<file path="config.mk">
export PLATFORM = sky130hd
export DESIGN_NAME = dmem_store_buffer
export DESIGN_NICKNAME = d
export VERILOG_FILES = /design/src/rtl/dmem_store_buffer_pkg.sv /design/src/rtl/sb_fifo.sv /design/src/rtl/dmem_store_buffer.sv
export SDC_FILE = /design/constraint.sdc
export NUM_CORES = 1
export LEC_CHECK = 0
export ABC_CLOCK_PERIOD_IN_PS = 4600
export BUFFER_PORTS_ARGS = -buffer_cell sky130_fd_sc_hd__buf_2
export CORE_MARGIN = 2
export CORE_UTILIZATION = 55
export DETAILED_ROUTE_END_ITERATION = 10
export PLACE_DENSITY = 0.9
export SYNTH_ARGS = -nofsm -noshare
export SYNTH_HDL_FRONTEND = slang
export SYNTH_SLANG_ARGS = --single-unit
</file>
<file path="constraint.sdc">
create_clock -name clk -period 4.6 [get_ports clk]
set_input_delay 0 -clock clk [delete_from_list [all_inputs] [get_ports clk]]
set_output_delay 0 -clock clk [all_outputs]
set_load 0.03 [all_outputs]
</file>
<file path="src/rtl/dmem_store_buffer_pkg.sv">
// Shared types for the data-memory store buffer.
// Entry layout, access-size codes and drain FSM states.
package riscv;

    localparam int XLEN = 32;

    localparam logic [2:0] SIZE_B = 3'b001;
    localparam logic [2:0] SIZE_H = 3'b010;
    localparam logic [2:0] SIZE_W = 3'b100;

    typedef struct packed {
        logic [XLEN-3:0] word_adr;
        logic [31:0]     wdata;
        logic [3:0]      be;
    } sb_entry_t;

    typedef enum logic {
        IDLE    = 1'b0,
        WR_PEND = 1'b1
    } sb_state_e;

endpackage

</file>
<file path="src/rtl/sb_fifo.sv">
// Store-buffer FIFO: wrap-bit pointers, entry storage and
// a parallel valid/word-address view for load-hit detection.
module sb_fifo
    import riscv::*;
#(
    parameter int DEPTH = 4
) (
    input  logic                            clk,
    input  logic                            reset,
    input  logic                            push,
    input  sb_entry_t                       push_entry,
    input  logic                            pop,
    output sb_entry_t                       head,
    output logic                            full,
    output logic                            empty,
    output logic [$clog2(DEPTH):0]          count,
    output logic [DEPTH-1:0]                valid,
    output logic [DEPTH-1:0][XLEN-3:0]      word_adr
);

    localparam int AW = $clog2(DEPTH);

    logic [AW:0] wr_ptr;
    logic [AW:0] rd_ptr;
    sb_entry_t   entries [DEPTH];

    always_ff @(posedge clk or posedge reset) begin
        if (reset) begin
            wr_ptr <= '0;
            rd_ptr <= '0;
            valid  <= '0;
        end else begin
            if (push) begin
                wr_ptr                 <= wr_ptr + 1'b1;
                valid[wr_ptr[AW-1:0]]  <= 1'b1;
            end
            if (pop) begin
                rd_ptr                 <= rd_ptr + 1'b1;
                valid[rd_ptr[AW-1:0]]  <= 1'b0;
            end
        end
    end

    // Payload needs no reset; the valid bits qualify it.
    always_ff @(posedge clk) begin
        if (push) begin
            entries[wr_ptr[AW-1:0]] <= push_entry;
        end
    end

    always_comb begin
        for (int i = 0; i < DEPTH; i++) begin
            word_adr[i] = entries[i].word_adr;
        end
    end

    assign head  = entries[rd_ptr[AW-1:0]];
    assign count = wr_ptr - rd_ptr;
    assign empty = (wr_ptr == rd_ptr);
    assign full  = (wr_ptr[AW] != rd_ptr[AW]) &&
                   (wr_ptr[AW-1:0] == rd_ptr[AW-1:0]);

endmodule

</file>
<file path="src/rtl/dmem_store_buffer.sv">
// Data-memory store buffer: queues stores, drains them in the
// background and serves loads combinationally from the memory port.
module dmem_store_buffer
    import riscv::*;
#(
    parameter int XLEN  = 32,
    parameter int DEPTH = 4
) (
    input  logic            clk,
    input  logic            reset,
    input  logic            adr_v_i,
    input  logic [XLEN-1:0] adr_i,
    input  logic            is_store_i,
    input  logic [XLEN-1:0] store_data_i,
    input  logic [2:0]      access_size_i,
    output logic [XLEN-1:0] load_data_o,
    output logic            stall_o,
    output logic            misaligned_o,
    output logic            sb_empty_o,
    output logic            mem_req_o,
    output logic            mem_we_o,
    output logic [XLEN-1:0] mem_adr_o,
    output logic [XLEN-1:0] mem_wdata_o,
    output logic [3:0]      mem_be_o,
    input  logic            mem_gnt_i,
    input  logic [XLEN-1:0] mem_rdata_i
);

    localparam int AW = $clog2(DEPTH);

    sb_state_e                  state;
    sb_entry_t                  head;
    sb_entry_t                  st_entry;
    logic                       full;
    logic                       empty;
    logic [AW:0]                count;
    logic [DEPTH-1:0]           valid;
    logic [DEPTH-1:0][XLEN-3:0] word_adr;

    logic       is_half;
    logic       is_word;
    logic       misaligned;
    logic       store_acc;
    logic       load_acc;
    logic       hit;
    logic       load_issue;
    logic       drain_req;
    logic       push;
    logic       pop;
    logic [3:0] st_be;
    logic [4:0] lane_sh;

    assign lane_sh = {adr_i[1:0], 3'b000};
    assign is_half = (access_size_i == SIZE_H);
    assign is_word = (access_size_i != SIZE_B) && !is_half;

    assign misaligned = adr_v_i &&
                        ((is_half && adr_i[0]) ||
                         (is_word && (adr_i[1:0] != 2'b00)));

    assign store_acc = adr_v_i && !misaligned && is_store_i;
    assign load_acc  = adr_v_i && !misaligned && !is_store_i;

    always_comb begin
        if (access_size_i == SIZE_B) begin
            st_be = 4'b0001 << adr_i[1:0];
        end else if (is_half) begin
            st_be = 4'b0011 << adr_i[1:0];
        end else begin
            st_be = 4'b1111;
        end
    end

    assign st_entry.word_adr = adr_i[XLEN-1:2];
    assign st_entry.wdata    = store_data_i << lane_sh;
    assign st_entry.be       = st_be;

    // The head being drained still counts as a hit.
    always_comb begin
        hit = 1'b0;
        for (int i = 0; i < DEPTH; i++) begin
            if (valid[i] && (word_adr[i] == adr_i[XLEN-1:2])) begin
                hit = 1'b1;
            end
        end
    end

    assign load_issue = load_acc && !hit && (state == IDLE);
    assign drain_req  = !load_issue &&
                        ((state == WR_PEND) || (count != '0));
    assign pop        = drain_req && mem_gnt_i;
    // Full blocks the push even on a pop, keeping gnt off the stall path.
    assign push       = store_acc && !full;

    sb_fifo #(
        .DEPTH (DEPTH)
    ) u_fifo (
        .clk        (clk),
        .reset      (reset),
        .push       (push),
        .push_entry (st_entry),
        .pop        (pop),
        .head       (head),
        .full       (full),
        .empty      (empty),
        .count      (count),
        .valid      (valid),
        .word_adr   (word_adr)
    );

    always_ff @(posedge clk or posedge reset) begin
        if (reset) begin
            state <= IDLE;
        end else begin
            unique case (state)
                IDLE: begin
                    if (drain_req && !mem_gnt_i) begin
                        state <= WR_PEND;
                    end
                end
                WR_PEND: begin
                    if (mem_gnt_i) begin
                        state <= IDLE;
                    end
                end
                default: state <= IDLE;
            endcase
        end
    end

    assign stall_o = (store_acc && full) ||
                     (load_acc && (hit || (state == WR_PEND) ||
                                   !mem_gnt_i));

    assign misaligned_o = misaligned;
    assign sb_empty_o   = empty && (state == IDLE);

    assign load_data_o = (load_issue && mem_gnt_i) ?
                         (mem_rdata_i >> lane_sh) : '0;

    assign mem_req_o   = load_issue || drain_req;
    assign mem_we_o    = drain_req;
    assign mem_adr_o   = load_issue ? {adr_i[XLEN-1:2], 2'b00} :
                                      {head.word_adr, 2'b00};
    assign mem_wdata_o = load_issue ? '0 : head.wdata;
    assign mem_be_o    = load_issue ? 4'b1111 : head.be;

endmodule

</file>
==> results of run 1 <==
## final cells by class
| cell class | count | area [um^2] | area share, % |
|---|---|---|---|
| Timing Repair Buffer | 268 | 1644 | 10.22 |
| Sequential cell | 275 | 8208 | 51.04 |
| Clock inverter | 15 | 207.7 | 1.292 |
| Multi-Input combinational cell | 520 | 4878 | 30.34 |
| Inverter | 11 | 41.29 | 0.2567 |
| Antenna cell | 1 | 2.502 | 0.01556 |
| Tap cell | 324 | 405.4 | 2.521 |
| Clock buffer | 32 | 694.4 | 4.318 |
## path summary, 6_finish.rpt
path | start | to | slack [ns]
setup / recovery | u_fifo.entries[2][52] | load_data_o[18] | 0.36
hold / removal | reset | state | 0.01
setup reg to reg | u_fifo.rd_ptr[0] | u_fifo.entries[0][18] | 1.45
hold reg to reg | u_fifo.rd_ptr[2] | u_fifo.rd_ptr[2] | 0.49
max in group asynchronous | reset | u_fifo.rd_ptr[0] | 4.25
min in group clk | store_data_i[11] | u_fifo.entries[1][15] | 0.03
## logic make-up (layout without fill, tap and decap cells)
group                    Yosys count  after routing  share of synthesized area (%)
adder cells (fa/ha/maj)           14             14                          1.296
other                              1              3                        0.02774
AO/OA/AOI/OAI                     64             64                          3.045
AND/OR/NAND/NOR                  185            185                          7.505
flip-flops                       275            275                          60.67
buffers and inverters             89            326                          3.322
multiplexers                     129            129                          15.97
XOR/XNOR                         126            126                          8.162
## layer usage
| layer | vias up | part of all wire, % |
|---|---|---|
| met4 | 0 | 3.4 |
| li1 | 3775 | - |
| met1 | 4189 | 38 |
| met2 | 444 | 51 |
| met5 | - | 0 |
| met3 | 58 | 8.3 |
## state kept, by name, indices dropped and copies added, names as in the netlist
name            cells
state               1
u_fifo.entries    264
u_fifo.rd_ptr       3
u_fifo.valid        4
u_fifo.wr_ptr       3
## stage by stage
stage / hold WS [ns] / setup slack, ns / instance area (um^2) / total power [mW]
finish: 0.01211 / 0.3579 / 16080 / 8.214
global placement: 0.01452 / 1.210 / 14690 / 5.978
CTS: 0.005481 / 0.4967 / 16080 / 8.279
detailed placement: 0.01745 / 1.078 / 14690 / 5.998
global route: 0.04542 / 0.1925 / 16080 / 8.548
floorplan: -0.1476 / 0.4423 / 13520 / 5.232
## Yosys cell counts, types with 20 or more instances
cell / count / area [um^2]
a211oi_1: 24 / 180.2
and2_1: 46 / 287.8
buf_4: 24 / 180.2
clkbuf_1: 31 / 116.4
edfxtp_1: 264 / 7928
mux2_2: 30 / 337.8
mux2i_1: 32 / 320.3
mux4_2: 66 / 1486
nand2_1: 23 / 86.33
nand4_1: 20 / 125.1
nor2_1: 33 / 123.9
xnor2_1: 71 / 621.9
xor2_1: 55 / 481.7
## critical path, cell delays in order, from the launching register on
cell and delay (ns):
edfxtp_1 0.41, xnor2_1 0.17, nand4_1 0.18, nor4_1 0.11
a211o_1 0.32, nor3_1 0.47, nand3_1 0.99, nor3_1 0.77
buf_2 0.30
## power groups by stage
stage          logic (mW)  clock network (mW)  registers, mW
6_report             2.91                2.24           3.06
5_1_grt              3.10                2.37           3.08
4_1_cts              2.95                2.27           3.06
3_5_place_dp         2.89                   0           3.11
3_3_place_gp         2.88                   0           3.10
2_1_floorplan        2.19                   0           3.04
## repair_timing
action | CTS | global route
gates resized for setup | 0 | 0
hold endpoints to repair | 222 | 0
hold buffers | 49 | 0
==> results by group, run 1 <==
STA
  • Final min period: 4.242 ns
  • Slew headroom: a little over an eighth
  • Period Utilization, post-route: between 90% and 100%
  • Max-slew violations: 0
  • Worst slew pin tran: around 1.3 ns
  • Hold Vio Cnt, Final: 0
  • Fmax: 0.2357 GHz
  • Setup Skew: ~0.016 ns
  • Final setup fails: 0
  • Final TNS setup: 0 ns
  • RSZ-0062 raised after global routing: false

Synthesis
  • Async SR Flop Fraction: roughly 4.0%
  • Mapped cell area: 13,520 um^2
  • EDFF count, synth: roughly 260
  • Post-Syn Area per Cell: 15.31 um^2
  • Synth Register Bits: 275
  • Synth Flop Type: edfxtp_1
  • Cell count after synthesis: slightly below 900
  • Post-synthesis sequential area ratio: between 60 and 70%
  • Cell variety after synth: 38
  • Ys Warns: 0

Power
  • Gate power share: a little over a third
  • Total power divided by cell area: 510.8 nW/um^2
  • Sw Ratio: about a third
  • Internal power component: approximately 5.5 mW
  • Seq pwr share: between 30% and 40%
  • Peak supply drop: ~0.31 mV
  • Clock share of power: 27.3%
  • Lkg Pwr: approximately 5.8 nW
  • Switch Pwr: 2.736 mW

Floorplan
  • Horiz. Die Dim: between 150 and 200 um
  • I/O pin cnt: 209
  • DIE HEIGHT: 160.8 um
  • Core box area: ~24,000 um^2
  • Initial Util: ~56%
  • Die Area: 25,850 um^2
  • Num rows: 57

Detailed routing
  • Pre-antenna DRT Iters: 7
  • Total wire length: 31,920 um
  • Via density: 5.855
  • DR vias: 8,466
  • DRC violations left: 0
  • Drt first-iter violations: 578
  • Post-route ant nets: 0
  • Wire length per cell: approximately 22 um

CTS
  • Post-CTS Setup Bufs: 0
  • Max H-tree Level: 1
  • CTS tree: built
  • Clock Latency Late Sink: between 0.5 and 0.6 ns
  • Worst-path clk slew: 0.06 ns
  • Clock root buffer: clkbuf_16
  • Clk sinks: 275
  • Clk buf depth: 3
  • CTS Buf Count: 27

Layout
  • Syn-to-layout area delta: 18.94%
  • Most common cell after layout, fill and taps aside: edfxtp_1
  • Share of cells above drive strength 1: about 32%
  • Fillers: roughly 1,600
  • Commonest cells after routing, fill and taps aside: 264 x edfxtp_1, 206 x buf_2, 71 x xnor2_1, 66 x mux4_2, 55 x xor2_1
  • Non-Filler Instances: ~1,400
  • Post-layout net count: between 1,000 and 1,500
  • Final core occ: 66.32%

Global routing
  • GR Util met3: under 10%
  • First-pass GRT wire length: about 48,000 um
  • Largest net degree at the start of global routing: 73
  • Antenna violations before repair: 1
  • Vias in the first global route: 8,501
  • Total Routing Usage GR: roughly 24%
  • Met1 Track Usage GR: a little under a third
  • GR Layer Usage met2: between 40% and 50%
  • Gr busiest metal: met2
  • Grt ovf: 0

Flow run
  • Max cap viols: 0

Placement
  • Placed insts: 1,349
  • Port bufs: a little over 200
  • RD Place Congestion: roughly 0.84
  • Post-DP HPWL: roughly 22,000 um

Worst setup path
  • Critical path fanouts, max: 32
  • Setup Crit Path Kind: reg -> out
  • Startpoint Class: flop
  • Worst setup EP type: output pin
  • Worst R2R Path Depth: 6
  • Required @ worst endpoint: roughly 4.6 ns
  • WP data arrival: about 4.2 ns

Outcome
  • Status: complete, no violations

Min path
  • Min-Delay Path Class: in -> async
Note: power is estimated with default switching activity, not from simulation.
==> run 2: changes to the inputs <==
PLACE_DENSITY = 0.84   (was 0.9)
==> run 2 against run 1 <==
Total power decreased by 0.82%. Clock-buffer cell count unchanged. Via count decreased by 0.94%. Non-clock buffer count decreased by 2. Hold slack improved by 0.0056 ns. Register-to-register slack got worse by 0.06 ns. Wire length increased by 0.16%. Clock skew decreased by 0.0096 ns. Clock power decreased by 4%. Combinational power about the same. Final area decreased by 0.27%. Critical endpoint is now load_data_o[3]. Largest cell class unchanged. Highest routed layer is now met5.
==> results by group, run 2 (same netlist as run 1, synthesis figures left out) <==
CTS
  • # hold bufs at CTS: between 40 and 50
  • Worst-path clk slew: 0.06 ns
  • Max H-tree Level: 1
  • Post-CTS Setup Bufs: 0
  • CTS tree: built
  • CTS Buf Count: 27
  • Post_cts resized: 0
  • Clk buf depth: 3
  • Clock Latency Late Sink: between 0.5 and 0.6 ns
  • Clk sinks: between 200 and 300
  • Clock root buffer: clkbuf_16

Layout
  • Final instance area: 16,040 um^2
  • Most common cell after layout, fill and taps aside: edfxtp_1
  • Commonest cells after routing, fill and taps aside: 264 x edfxtp_1, 206 x buf_2, 71 x xnor2_1, 66 x mux4_2, 55 x xor2_1
  • Syn-to-layout area delta: 18.62%
  • Max reg flops: ~260
  • Antenna fix cells: 0
  • Share of cells above drive strength 1: between 30% and 40%
  • Post-layout net count: 1,219

Worst setup path
  • Reg2reg end: u_fifo.rd_ptr[1]
  • WP buf/inv: 1
  • R2r setup slk: 1.39 ns
  • Worst setup EP type: output pin
  • Worst r2r src: u_fifo.entries[0][37]
  • CP top delay family: simple AND/OR/NAND/NOR gates
  • Crit-path max cell delay: approximately 0.95 ns
  • Worst R2R Path Depth: 7
  • Crit-path cells: xnor2_1 -> nand4_1 -> nor4_1 -> a211o_1 -> nor3_1 -> nand3_1 -> a211oi_1 -> buf_2
  • Startpoint Class: flop
  • Worst Setup SP: u_fifo.entries[2][38]
  • Setup Crit Path Kind: reg -> out
  • Critical path fanouts, max: 32
  • Required @ worst endpoint: ~4.6 ns
  • Slowest-stage cell, CP: nand3_1
  • WP data arrival: approximately 4.0 ns

STA
  • Hold Vio Cnt, Final: 0
  • Final setup fails: 0
  • Slew headroom: 16.19%
  • RSZ-0062 raised after global routing: false
  • Fmax: approximately 0.25 GHz
  • Period Utilization, post-route: a little under nine tenths
  • Setup Skew: between 0.005 and 0.006 ns
  • Final min period: 3.969 ns
  • Worst slew pin tran: 1.254 ns
  • Final TNS setup: 0 ns
  • Max-slew violations: 0

Floorplan
  • Core box area: approximately 24,000 um^2
  • Initial Util: 55.76%
  • I/O pin cnt: roughly 210
  • DIE HEIGHT: between 150 and 200 um
  • Die Area: around 26,000 um^2
  • Horiz. Die Dim: between 150 and 200 um
  • Num rows: 57

Detailed routing
  • Wire length per cell: 22.15 um
  • Total wire length: about 32,000 um
  • DRC violations left: 0
  • Via density: 5.812
  • DR vias: 8,386
  • Pre-antenna DRT Iters: 5
  • Drt first-iter violations: 685
  • Post-route ant nets: 0

Placement
  • Port bufs: 206
  • RD Place Congestion: between 0.8 and 0.9
  • Area after DPL: about 15,000 um^2
  • Post-DP HPWL: 21,100 um

Global routing
  • Grt ovf: 0
  • Total Routing Usage GR: 24.55%
  • Largest net degree at the start of global routing: between 70 and 80
  • Antenna violations before repair: 1
  • Vias in the first global route: a little over 8,000
  • First-pass GRT wire length: around 48,000 um

Power
  • Lkg Pwr: 5.776 nW
  • Peak supply drop: between 0.3 and 0.4 mV
  • Total power divided by cell area: slightly above 500 nW/um^2

Flow run
  • Max cap viols: 0

Min path
  • Min-Delay Path Class: in -> async

Outcome
  • Status: complete, no violations
-- run 2: cell types whose count changed in the layout (fill, tap and decap cells not counted), sizes merged --
cell / before / now
buf: 219 / 217
bufinv: 5 / 4
clkinv: 6 / 10
clkinvlp: 4 / 1
diode: 1 / 0
-- run 2: worst max path at each step --
| stage | to | slack (ns) | cells past startpoint |
|---|---|---|---|
| 2_1_floorplan | u_fifo.entries[3][0] | 0.44 | 9 |
| 3_3_place_gp | mem_adr_o[25] | 1.43 | 8 |
| 3_5_place_dp | load_data_o[12] | 1.30 | 8 |
| 4_1_cts | load_data_o[3] | 0.74 | 8 |
| 5_1_grt | load_data_o[3] | 0.47 | 8 |
| 6_report | load_data_o[3] | 0.63 | 8 |
-- run 2: final cells by class --
type,instances,area [um^2]
Clock buffer,32,694.4
Tap cell,324,405.4
Fill cell,1699,8210
Clock inverter,15,168.9
Multi-Input combinational cell,520,4878
Sequential cell,275,8208
Inverter,11,41.29
Timing Repair Buffer,266,1642
-- run 2: metal layers --
layer | GRT usage (%) | routed length, um
met3 | 4.261 | 2481
met2 | 42.42 | 16260
met5 | 0 | 13
met1 | 32.65 | 12480
met4 | 6.372 | 740
-- run 2: metrics by stage --
stage / setup WS, ns / util, % / hold WS, ns / instances / power, mW
after CTS: 0.7356 / 66.14 / 0.009416 / 1443 / 8.208
after global placement: 1.428 / 60.56 / 0.01691 / 1347 / 5.996
after floorplan: 0.4423 / - / -0.1476 / 884 / 5.232
after global routing: 0.4745 / 66.14 / 0.04263 / 1443 / 8.483
final: 0.6305 / 66.14 / 0.01772 / 1443 / 8.147
after detailed placement: 1.301 / 60.56 / 0.01548 / 1347 / 6.017
-- run 2: where the power goes --
| part | leakage, nW | switching, mW | total, mW | internal (mW) |
|---|---|---|---|---|
| Combinational | 2.83 | 1.73 | 2.92 | 1.19 |
| Clock | 0.418 | 0.871 | 2.16 | 1.29 |
| Sequential | 2.52 | 0.134 | 3.07 | 2.93 |
| Total | 5.78 | 2.73 | 8.15 | 5.42 |
-- run 2: worst reg2reg max path, stage by stage, from the launching register on --
cell	delay [ns]
edfxtp_1	0.40
xnor2_1	0.30
nand4_1	0.14
or4_1	0.54
o22ai_1	0.19
or4_2	0.76
and3_1	0.43
mux2_4	0.32
